File: src/rtl/seg_pkg.sv
// Shared segment encodings for the multiplexed seven-segment driver.
// Segment vectors are ordered {g,f,e,d,c,b,a}.
package seg_pkg;

  localparam int SEG_A = 0;
  localparam int SEG_B = 1;
  localparam int SEG_C = 2;
  localparam int SEG_D = 3;
  localparam int SEG_E = 4;
  localparam int SEG_F = 5;
  localparam int SEG_G = 6;

  localparam logic [6:0] SEG_0     = 7'h3F;
  localparam logic [6:0] SEG_1     = 7'h06;
  localparam logic [6:0] SEG_2     = 7'h5B;
  localparam logic [6:0] SEG_3     = 7'h4F;
  localparam logic [6:0] SEG_4     = 7'h66;
  localparam logic [6:0] SEG_5     = 7'h6D;
  localparam logic [6:0] SEG_6     = 7'h7D;
  localparam logic [6:0] SEG_7     = 7'h07;
  localparam logic [6:0] SEG_8     = 7'h7F;
  localparam logic [6:0] SEG_9     = 7'h6F;
  localparam logic [6:0] SEG_BLANK = 7'h00;

endpackage

File: src/rtl/seg_bcd2seg.sv
// BCD digit to active-high segment pattern.
// Codes above 9 are not valid BCD and show nothing.
module seg_bcd2seg
  import seg_pkg::*;
(
  input  logic [3:0] i_bcd,
  output logic [6:0] o_seg
);

  always_comb begin
    o_seg = SEG_BLANK;
    case (i_bcd)
      4'd0:    o_seg = SEG_0;
      4'd1:    o_seg = SEG_1;
      4'd2:    o_seg = SEG_2;
      4'd3:    o_seg = SEG_3;
      4'd4:    o_seg = SEG_4;
      4'd5:    o_seg = SEG_5;
      4'd6:    o_seg = SEG_6;
      4'd7:    o_seg = SEG_7;
      4'd8:    o_seg = SEG_8;
      4'd9:    o_seg = SEG_9;
      default: o_seg = SEG_BLANK;
    endcase
  end

endmodule

File: src/rtl/seg_scan.sv
// Time-multiplexed seven-segment scanner with per-frame snapshot,
// blank gap, leading-zero blanking and decimal points.
module seg_scan
  import seg_pkg::*;
#(
  parameter int DIGITS         = 6,
  parameter int SCAN_DIV       = 50000,
  parameter int BLANK_CYCLES   = 4,
  parameter bit SEG_ACTIVE_LOW = 1'b1,
  parameter bit SEL_ACTIVE_LOW = 1'b1
) (
  input  logic                  clk,
  input  logic                  reset_n,
  input  logic [4*DIGITS-1:0]   dig_bcd,
  input  logic [DIGITS-1:0]     dp_in,
  input  logic                  lz_blank_en,
  output logic [6:0]            seg,
  output logic                  dp,
  output logic [DIGITS-1:0]     sel,
  output logic                  frame_done
);

  localparam int PW = (SCAN_DIV > 1) ? $clog2(SCAN_DIV) : 1;
  localparam int IW = (DIGITS > 1) ? $clog2(DIGITS) : 1;

  localparam logic [PW-1:0] PC_LAST  = PW'(SCAN_DIV - 1);
  localparam logic [PW-1:0] PC_BLK   = PW'(BLANK_CYCLES);
  localparam logic [IW-1:0] IDX_LAST = IW'(DIGITS - 1);

  localparam logic [6:0] SEG_OFF = SEG_ACTIVE_LOW ? 7'h7F : 7'h00;
  localparam logic       DP_OFF  = SEG_ACTIVE_LOW;
  localparam logic [DIGITS-1:0] SEL_OFF =
    SEL_ACTIVE_LOW ? {DIGITS{1'b1}} : {DIGITS{1'b0}};

  logic [PW-1:0]       r_pc;
  logic [IW-1:0]       r_idx;
  logic [4*DIGITS-1:0] r_bcd;
  logic [DIGITS-1:0]   r_dp;
  logic                r_lz;
  logic [6:0]          r_seg;
  logic                r_dpo;
  logic [DIGITS-1:0]   r_sel;
  logic                r_fd;

  logic                w_slot_end;
  logic                w_frame_end;
  logic                w_blank;
  logic [3:0]          w_cur;
  logic [6:0]          w_dec;
  logic [6:0]          w_seg_hi;
  logic [DIGITS-1:0]   w_lzm;
  logic [DIGITS-1:0]   w_hot;
  logic                w_allz;

  assign w_slot_end  = (r_pc == PC_LAST);
  assign w_frame_end = w_slot_end && (r_idx == IDX_LAST);
  assign w_blank     = (r_pc < PC_BLK);
  assign w_cur       = r_bcd[{r_idx, 2'b00} +: 4];
  assign w_hot       = {{(DIGITS-1){1'b0}}, 1'b1} << r_idx;

  seg_bcd2seg u_dec (
    .i_bcd (w_cur),
    .o_seg (w_dec)
  );

  // Walk down from the top digit; a digit is a leading zero while
  // everything above it (and itself) is zero and it has no dp.
  always_comb begin
    w_allz = 1'b1;
    w_lzm  = '0;
    for (int i = DIGITS - 1; i >= 0; i--) begin
      w_allz   = w_allz & (r_bcd[4*i +: 4] == 4'd0);
      w_lzm[i] = r_lz & (i != 0) & ~r_dp[i] & w_allz;
    end
  end

  assign w_seg_hi = w_lzm[r_idx] ? SEG_BLANK : w_dec;

  always_ff @(posedge clk or negedge reset_n) begin
    if (!reset_n) begin
      r_pc  <= '0;
      r_idx <= '0;
    end else if (w_slot_end) begin
      r_pc  <= '0;
      r_idx <= (r_idx == IDX_LAST) ? '0 : r_idx + 1'b1;
    end else begin
      r_pc  <= r_pc + 1'b1;
    end
  end

  always_ff @(posedge clk or negedge reset_n) begin
    if (!reset_n) begin
      r_bcd <= '0;
      r_dp  <= '0;
      r_lz  <= 1'b0;
    end else if (w_frame_end) begin
      r_bcd <= dig_bcd;
      r_dp  <= dp_in;
      r_lz  <= lz_blank_en;
    end
  end

  always_ff @(posedge clk or negedge reset_n) begin
    if (!reset_n) begin
      r_seg <= SEG_OFF;
      r_dpo <= DP_OFF;
      r_sel <= SEL_OFF;
      r_fd  <= 1'b0;
    end else begin
      r_fd <= w_frame_end;
      if (w_blank) begin
        r_seg <= SEG_OFF;
        r_dpo <= DP_OFF;
        r_sel <= SEL_OFF;
      end else begin
        r_seg <= w_seg_hi ^ SEG_OFF;
        r_dpo <= r_dp[r_idx] ^ DP_OFF;
        r_sel <= w_hot ^ SEL_OFF;
      end
    end
  end

  assign seg        = r_seg;
  assign dp         = r_dpo;
  assign sel        = r_sel;
  assign frame_done = r_fd;

endmodule
File: config.mk
export PLATFORM = sky130hd
export DESIGN_NAME = seg_scan
export DESIGN_NICKNAME = d
export VERILOG_FILES = /design/src/rtl/seg_pkg.sv /design/src/rtl/seg_bcd2seg.sv /design/src/rtl/seg_scan.sv
export SDC_FILE = /design/constraint.sdc
export NUM_CORES = 1
export LEC_CHECK = 0
export CAP_MARGIN = 30
export CORE_MARGIN = 10
export CORE_UTILIZATION = 55
export CTS_CLUSTER_SIZE = 30
export DETAILED_ROUTE_END_ITERATION = 12
export PLACE_DENSITY = 0.83
export SKIP_LAST_GASP = 1
export SYNTH_ARGS = -nofsm -noshare
export SYNTH_HDL_FRONTEND = slang
export SYNTH_SLANG_ARGS = --single-unit
File: constraint.sdc
create_clock -name clk -period 3.22 [get_ports clk]
set_input_delay 0.483 -clock clk [delete_from_list [all_inputs] [get_ports clk]]
set_output_delay 0.483 -clock clk [all_outputs]
set_load 0.005 [all_outputs]
-- After elaboration in Yosys (flattened, before gate mapping)
Memories as Yosys holds them, arrays and structs flattened.
Cells that the tools add are included.
- register bits after elaboration: 65
- memory bits (read-only): 112
- input port bits: 33
- logic and storage cells: 56
- memories: 1
- memory list (memory ; depth ; bits a word ; rd ports ; clocked after Yosys merged registers in ; wr ports ; RTL line ; source):
    (no name shown) ; 16 ; 7 ; 1 ; 0 ; 0 ; seg_bcd2seg.sv:12 ; case (i_bcd)
- $add $sub $neg: 2
- order comparisons: 2
- eq/ne operators: 2
- shift-type cells: 2
- multiplexer cells: 10
- bitwise operators: 22
- reductions and logical operators: 6
- operators by type and width (operator ; number):
    variable part select 24 x 6 -> 4 bit ; 1
    zero test 4 bit ; 5
    adder 16 x 1 -> 16 bit (second input constant) ; 1
    equality test 16 bit (second input constant) ; 1
    less-than comparator 16 x 3 -> 1 bit (second input constant) ; 1
    two-way mux 16 bit ; 1
    AND 1 bit ; 14
    two-way mux 7 bit ; 2
    NOT 7 bit ; 1
    binary-select mux 1 bit (select 3 bit) ; 2
    two-way mux 6 bit ; 1
    NOT 1 bit ; 6
    NOT 6 bit ; 1
    << shifter 1 x 3 -> 6 bit (first input constant) ; 1
    less-than comparator 3 x 4 -> 1 bit (second input constant) ; 1
    adder 3 x 1 -> 3 bit (second input constant) ; 1
    equality test 3 bit (second input constant) ; 1
    two-way mux 1 bit ; 3
    two-way mux 3 bit ; 1
    logical AND 1 bit ; 1

-- Depth between registers and ports, before layout
Gate-level depths: netlist of run 1.
- word-level depth: 11
- depth in mapped cells: 10
- mapped depth without buffers: 8

-- Cells and area by module
From an unflattened synthesis of run 1, not the netlist that was laid out.
- cells, all modules: 262
- area total of the unflattened synthesis: 3164.3 µm²
- by module, submodules not included (module ; times used ; cells an instance ; area an instance (µm²)):
    seg_scan ; 1 ; 236 ; 2962.8
    seg_bcd2seg ; 1 ; 26 ; 201.4

-- Worst setup path before layout of run 1
No wires, ideal clock.
- kind: register -> register
- start: register r_idx[0]
- end: register r_seg[5], in the netlist seg[5]
- arrival: 2105 ps
- data required time: 3112 ps
- setup slack: 1007 ps
- cell stages (with the launch flop): 10
- buffers on the path: 2
- cell sequence: dfrtp_1 > buf_6 > buf_2 > mux2_2 > a22oi_1 > inv_1 > ha_1 > or2_2 > a21oi_1 > o21ai_0
- cells in the longest elaborated chain, start to end: 5
- elaborated cells between the ends (all ways): 7
- classes of those cells: shift (1); mux (4); bitwise (1); memory (1)
- RTL lines (what ; RTL line ; source):
    start: declaration ; seg_scan.sv:36 ; logic [IW-1:0] r_idx;
    start signal: assignment ; seg_scan.sv:85 ; r_idx <= (r_idx == IDX_LAST) ? '0 : r_idx + 1'b1;
    variable part select 24 x 6 -> 4 bit / binary-select mux 1 bit (select 3 bit) (equally long branches) ; seg_scan.sv:58, seg_scan.sv:77 ;
    memory read (16 x 7 bit) / two-way mux 1 bit (equally long branches) ; -- ;
    two-way mux 7 bit * ; seg_scan.sv:77 ; assign w_seg_hi = w_lzm[r_idx] ? SEG_BLANK : w_dec;
    NOT 7 bit (no line) * ; -- ;
    two-way mux 7 bit * ; seg_scan.sv:111 ; if (w_blank) begin
    end signal: assignment ; seg_scan.sv:116 ; r_seg <= w_seg_hi ^ SEG_OFF;
    end: declaration ; seg_scan.sv:40 ; logic [6:0] r_seg;
Mark *: on every way between the ends. The rest lies on a longest branch, timed or not. The select of a mux whose other input is x is not followed.
A chain may end at the register's enable or synchronous reset.

-- Worst setup path after layout of run 1
- start: register r_pc[12]
- end: register r_bcd[23]
- cells in the longest elaborated chain, start to end: 2
- RTL lines (what ; RTL line ; source):
    start: declaration ; seg_scan.sv:35 ; logic [PW-1:0] r_pc;
    start signal: assignment ; seg_scan.sv:87 ; r_pc <= r_pc + 1'b1;
    equality test 16 bit ; seg_scan.sv:55 ; assign w_slot_end = (r_pc == PC_LAST);
    logical AND 1 bit ; seg_scan.sv:56 ; assign w_frame_end = w_slot_end && (r_idx == IDX_LAST);
    end signal: assignment ; seg_scan.sv:97 ; r_bcd <= dig_bcd;
    end: declaration ; seg_scan.sv:37 ; logic [4*DIGITS-1:0] r_bcd;
Every way passes these cells.

==> impl_metrics.toml, run 1 <==
[die]
num_rows = 27
start_util_pct = 57.6
die_y_um = 96.4
die_area_um2 = 9290
dieWidth_um = 96.4
core_um2 = 5570
ios = 48

[grt]
grt_max_degree = 33
antenna_found_initial = 0
grt_pass1_wl_um = 10400
gr-total-overflow = 0
first_global_vias = 2110
grt_usage_pct = 14.5

[synthesis]
synth_seq_cells = 65
synthArstFlopShare_pct = 100
synth-main-ff-cell = "dfrtp_1"
ys_seq_area_share_pct = 51.2
synth_xor_area_share_pct = 4.09
synth_area_um2 = 3210
synth_cell_types = 40
synth_compound_area_share_pct = 4.36
syn-instance-count = 249
synth.area.mux_share_pct = 21.0
synthesis.nets = 289
synth_edf_count = 0
yosys.area_share.simple_pct = 13.0
ys_warn_count = 0
synth_top_family_by_area = "multiplexers"
synth-adder-area-share_pct = 2.73
avgSynthCellArea_um2 = 12.9

[placed_design]
place.gp.congestion = 0.830
dp_hpwl_um = 4720
io_buffers = 47

[route]
vias = 2088
viasPerCell = 5.48
ant_nets = 0
drc_errors = 0
drt-initial-drc-count = 92
routed_wl_um = 6290
routedWlPerCell_um = 16.5
first_pass_iters = 4

[critical_path]
r2r-end = "r_bcd[23]"
rr_startpoint = "r_pc[12]"
ff2ff_path_depth = 5
crit_type = "flip-flop to flip-flop"
worstPathArrival_ns = 2.65
worst-r2r-setup-slack_ns = 0.80
worstPathCellList = "or4_4, nor4_4, and4_2, buf_4, mux2_2"
crit_path_start_kind = "flip-flop"
required_ns = 3.44
cp-end-kind = "flip-flop"
cp_slowest_cell = "or4_4"
max_stage_delay_ns = 0.55
crit_fanout = 32

[clocking]
clock_sinks = 65
postCtsHoldBufs = 0
post_cts.repair.setup_buffers = 0
clk_latency_ns = 0.34
cts_buffers = 9
clk_pin_slew_ns = 0.08
cts-htree-levels = 3
clk_path_buf_depth = 2
root_buffer = "clkbuf_8"
cts_tree = "done"
cts_resized = 0

[run_status]
status = "complete, no violations"

[timing]
rsz0062_at_grt = "false"
hold_viol_final = 0
setup_viol = 0
setup_tns_ns = 0
slew_headroom_pct = 51.8
maxSlewViolCount = 0
tightest_slew_ns = 0.718
period_share_pct = 75.2
clock_skew_ns = 0.0131
fmax_ghz = 0.413
min_period_ns = 2.42

[finish]
finish.utilization_pct = 70.8
fillers = 389
diodes = 0
layout.nets = 344
final_common_cell = "dfrtp_1"
area_growth_pct = 23.0
final_cell_mix = "dfrtp_1 (51), clkdlybuf4s50_1 (46), mux2_4 (29)"
drive_above_1_share_pct = 27.5

[pwr]
ir_worst_vdd_v = 0.000316
swShare_pct = 21.1
p_int_mw = 1.31
pwr-share-comb_pct = 3.6
p_per_area_nw_per_um2 = 422
p_clk_share_pct = 47.4
p_seq_share_pct = 49.0
p_sw_uw = 352
p_leak_nw = 1.82

[job]
drv_cap = 0

[hold_path]
hp-class = "primary input to async pin"
==> power groups by stage <==
stage	Sequential (mW)	Combinational, mW	Clock (mW)
final	0.817	0.0599	0.789
after global routing	0.816	0.0658	0.834
after CTS	0.817	0.0616	0.799
after detailed placement	0.832	0.0613	0
after global placement	0.832	0.0566	0
after floorplan	0.832	0.000871	0
==> Yosys cell counts (4+ instances only) <==
master   instances  area share (%)
mux2_4          29              14
xnor2_1          5             1.4
nor2_1          21             2.5
xor2_1          10             2.7
dfrtp_1         51              40
nand2_1         16             1.9
ha_1             7             2.7
nor3_1           4            0.62
o21ai_0          8             1.2
dfstp_2         14              11
and3_1           5            0.97
mux4_2           4             2.8
mux2_2           7             2.5
inv_1            4            0.47
mux2i_1          7             2.2
nand3_1         12             1.9
nor4_1           6             1.2
a21oi_1          6            0.94
==> how the worst max path moves through the flow <==
| stage | startpoint | endpoint | depth (start not counted) |
|---|---|---|---|
| after floorplan | r_idx[0] | seg[5] | 9 |
| after global placement | r_pc[12] | r_bcd[23] | 5 |
| after detailed placement | r_pc[12] | r_bcd[23] | 5 |
| after CTS | r_pc[12] | r_bcd[23] | 5 |
| after global routing | r_idx[1] | seg[5] | 7 |
| final | r_pc[12] | r_bcd[23] | 5 |
==> area by class of cell <==
cell class,instances,area [um2],area share (%)
clock buffer,10,138,3.49
sequential,65,1640,41.6
multi-input combinational,171,1450,36.8
clock inverter,6,90.1,2.28
tap,72,90.1,2.28
timing repair buffer,52,515,13.1
inverter,5,18.8,0.475
==> stage by stage <==
stage | hold slack [ns] | cells | power (mW) | setup slack [ns] | instance area [um2]
final | 0.0887 | 381 | 1.67 | 0.797 | 3950
after global placement | 0.453 | 364 | 0.889 | 0.856 | 3700
after CTS | 0.0905 | 381 | 1.68 | 0.788 | 3950
after floorplan | 0.187 | 249 | 0.833 | 1.01 | 3210
after global routing | 0.112 | 381 | 1.72 | 0.647 | 3950
after detailed placement | 0.458 | 365 | 0.893 | 0.799 | 3720
==> metal layers <==
| metal | part of all wire (%) | global-route usage, % | vias to the layer above |
|---|---|---|---|
| li1 | - | - | 999 |
| met1 | 45 | 18.9 | 1024 |
| met2 | 47 | 22.0 | 57 |
| met3 | 6.3 | 4.55 | 8 |
| met4 | 1.1 | 5.81 | 0 |
| met5 | 0 | 0 | - |
==> cell families (layout without fill, tap and decap cells) <==
family                   count (synthesis)  after routing
flip-flops                              65             65
buffers and inverters                   13             73
AO/OA/AOI/OAI                           22             22
multiplexers                            47             47
XOR/XNOR                                15             15
adder cells (fa/ha/maj)                  7              7
AND/OR/NAND/NOR                         80             80
==> critical path: cells and delay by family (launching register included) <==
kind	cells	cell delay, ns
buffers and inverters	1	0.47
flip-flops	1	0.41
multiplexers	1	0.40
AND/OR/NAND/NOR	3	1.01
==> registers in the layout (all words and copies together), names as in the netlist <==
register and count:
r_bcd 24, r_pc 16, seg 7, r_dp 6, sel 6, r_idx 3
dp 1, frame_done 1, r_lz 1
No activity file was read; power rests on OpenSTA's default activity.
==> inputs of run 2 (changes only) <==
--- a/config.mk
+++ b/config.mk
@@ -7,10 +7,10 @@
 export LEC_CHECK = 0
 export CAP_MARGIN = 30
 export CORE_MARGIN = 10
-export CORE_UTILIZATION = 55
+export CORE_UTILIZATION = 49
 export CTS_CLUSTER_SIZE = 30
 export DETAILED_ROUTE_END_ITERATION = 12
-export PLACE_DENSITY = 0.83
+export PLACE_DENSITY = 0.78
 export SKIP_LAST_GASP = 1
 export SYNTH_ARGS = -nofsm -noshare
 export SYNTH_HDL_FRONTEND = slang
==> constraint.sdc (replaced) <==
create_clock -name clk -period 2 [get_ports clk]
set_input_delay 0.3 -clock clk [delete_from_list [all_inputs] [get_ports clk]]
set_output_delay 0.3 -clock clk [all_outputs]
set_load 0.005 [all_outputs]
==> run 2 against run 1 <==
Compared with the run above:
- the flow now finishes with violations (setup timing)
- wire length grew 6.4%
- clock power up 38%
- hold slack improved by 0.37 ns
- core utilization is 4.8 points lower
==> impl_metrics.toml, run 2 (synthesized netlist as in run 1, its figures left out) <==
[run_status]
status = "finished with violations"
violations = "setup timing"

[clocking]
clk_path_buf_depth = 2
root_buffer = "clkbuf_8"
cts_buffers = 9
clock_sinks = 65
clk_latency_ns = 0.34
cts_tree = "done"
clk_pin_slew_ns = 0.07
cts-htree-levels = 3

[finish]
finish.utilization_pct = 66.0
largest-register = "r_bcd"
largest_reg_flops = 24
diodes = 0
layout.nets = 363
final_area_um2 = 4190
final_cell_mix = "dfrtp_1 (49), clkdlybuf4s50_1 (46), mux2_4 (30)"
drive_above_1_share_pct = 35.4
final_common_cell = "dfrtp_1"
area_growth_pct = 30.6

[die]
ios = 48
die_y_um = 101
core_um2 = 6350
num_rows = 29
dieWidth_um = 101
start_util_pct = 50.6
die_area_um2 = 10200

[timing]
clock_skew_ns = 0.00942
fmax_ghz = 0.487
tightest_slew_ns = 0.396
setup_slack_ns = -0.0535
maxSlewViolCount = 0
rsz0062_at_grt = "true"
hold_slack_ns = 0.462
min_period_ns = 2.05
period_share_pct = 103
hold_viol_final = 0
slew_headroom_pct = 73.3
setup_viol = 31

[grt]
antenna_found_initial = 0
gr-total-overflow = 0
first_global_vias = 2332
grt_usage_pct = 13.8
grt_pass1_wl_um = 11300
grt_max_degree = 66

[route]
first_pass_iters = 4
vias = 2140
routed_wl_um = 6690
ant_nets = 0
drt-initial-drc-count = 175
routedWlPerCell_um = 16.5
viasPerCell = 5.28
drc_errors = 0

[pwr]
p_seq_share_pct = 52.7
finalPower_mw = 2.50
swShare_pct = 20.5
p_sw_uw = 512
p_leak_nw = 1.90
p_clk_share_pct = 43.5
p_per_area_nw_per_um2 = 596
ir_worst_vdd_v = 0.000392
pwr-share-comb_pct = 3.8
p_int_mw = 1.99

[critical_path]
required_ns = 2.23
crit_path_start_kind = "flip-flop"
cp-end-kind = "flip-flop"
worstPathArrival_ns = 2.28
crit_type = "flip-flop to flip-flop"
crit_fanout = 15
ff2ff_path_depth = 5

[placed_design]
dp_hpwl_um = 4880
place_area_um2 = 3890
place_ws_ns = -0.0860
place.gp.congestion = 0.878
io_buffers = 47

[job]
drv_cap = 0

[hold_path]
holdPathStages = 1
hp-class = "flip-flop to flip-flop"
==> run 2: per-layer routing <==
metal,track usage [%],vias to the layer above,wire [um]
li1,-,1026,-
met1,17.6,1048,3020
met2,21.5,58,3230
met3,3.43,8,348
met4,6.86,0,95
met5,0,-,0
==> run 2: path summary, 6_finish.rpt <==
path / start / end / slack, ns
worst max-delay path: r_pc[12] / r_bcd[23] / -0.05
worst min-delay path: r_pc[0] / r_pc[0] / 0.46
worst max register to register: r_pc[12] / r_bcd[23] / -0.05
worst min register to register: r_pc[0] / r_pc[0] / 0.46
max in group asynchronous: reset_n / sel[3] / 1.18
min in group asynchronous: reset_n / r_bcd[14] / 0.50
==> run 2: per-stage QoR <==
step,setup TNS (ns),cells
final,-0.990,405
after global routing,-3.16,405
after CTS,-1.16,403
after detailed placement,-2.27,386
after global placement,-1.52,386
after floorplan,-0.287,249
==> run 2: worst max-delay path, stage by stage, from the launching register on <==
cell,delay (ns)
dfrtp_1,0.38
or4_4,0.54
nor4_4,0.20
and4_4,0.31
buf_12,0.17
mux2_2,0.34
==> run 2: layout make-up <==
cell class | count | area, um2
fill | 444 | 2160
sequential | 65 | 1650
multi-input combinational | 171 | 1540
timing repair buffer | 71 | 701
clock buffer | 13 | 149
tap | 77 | 96.3
clock inverter | 3 | 42.5
inverter | 5 | 18.8
==> run 2: repair_timing <==
item,CTS,global route
hold buffers,1,0
gates resized for setup,4,20
setup buffers,0,2
hold endpoints to repair,51,0
pin swaps,1,5
setup endpoints to repair,37,37
==> run 2: power by group through the flow <==
stage | clock [mW] | sequential, mW | combinational (mW)
3_5_place_dp | 0 | 1.34 | 0.0959
2_1_floorplan | 0 | 1.34 | 0.00140
6_report | 1.09 | 1.32 | 0.0944
4_1_cts | 1.11 | 1.32 | 0.0973
5_1_grt | 1.16 | 1.31 | 0.105
3_3_place_gp | 0 | 1.34 | 0.0936
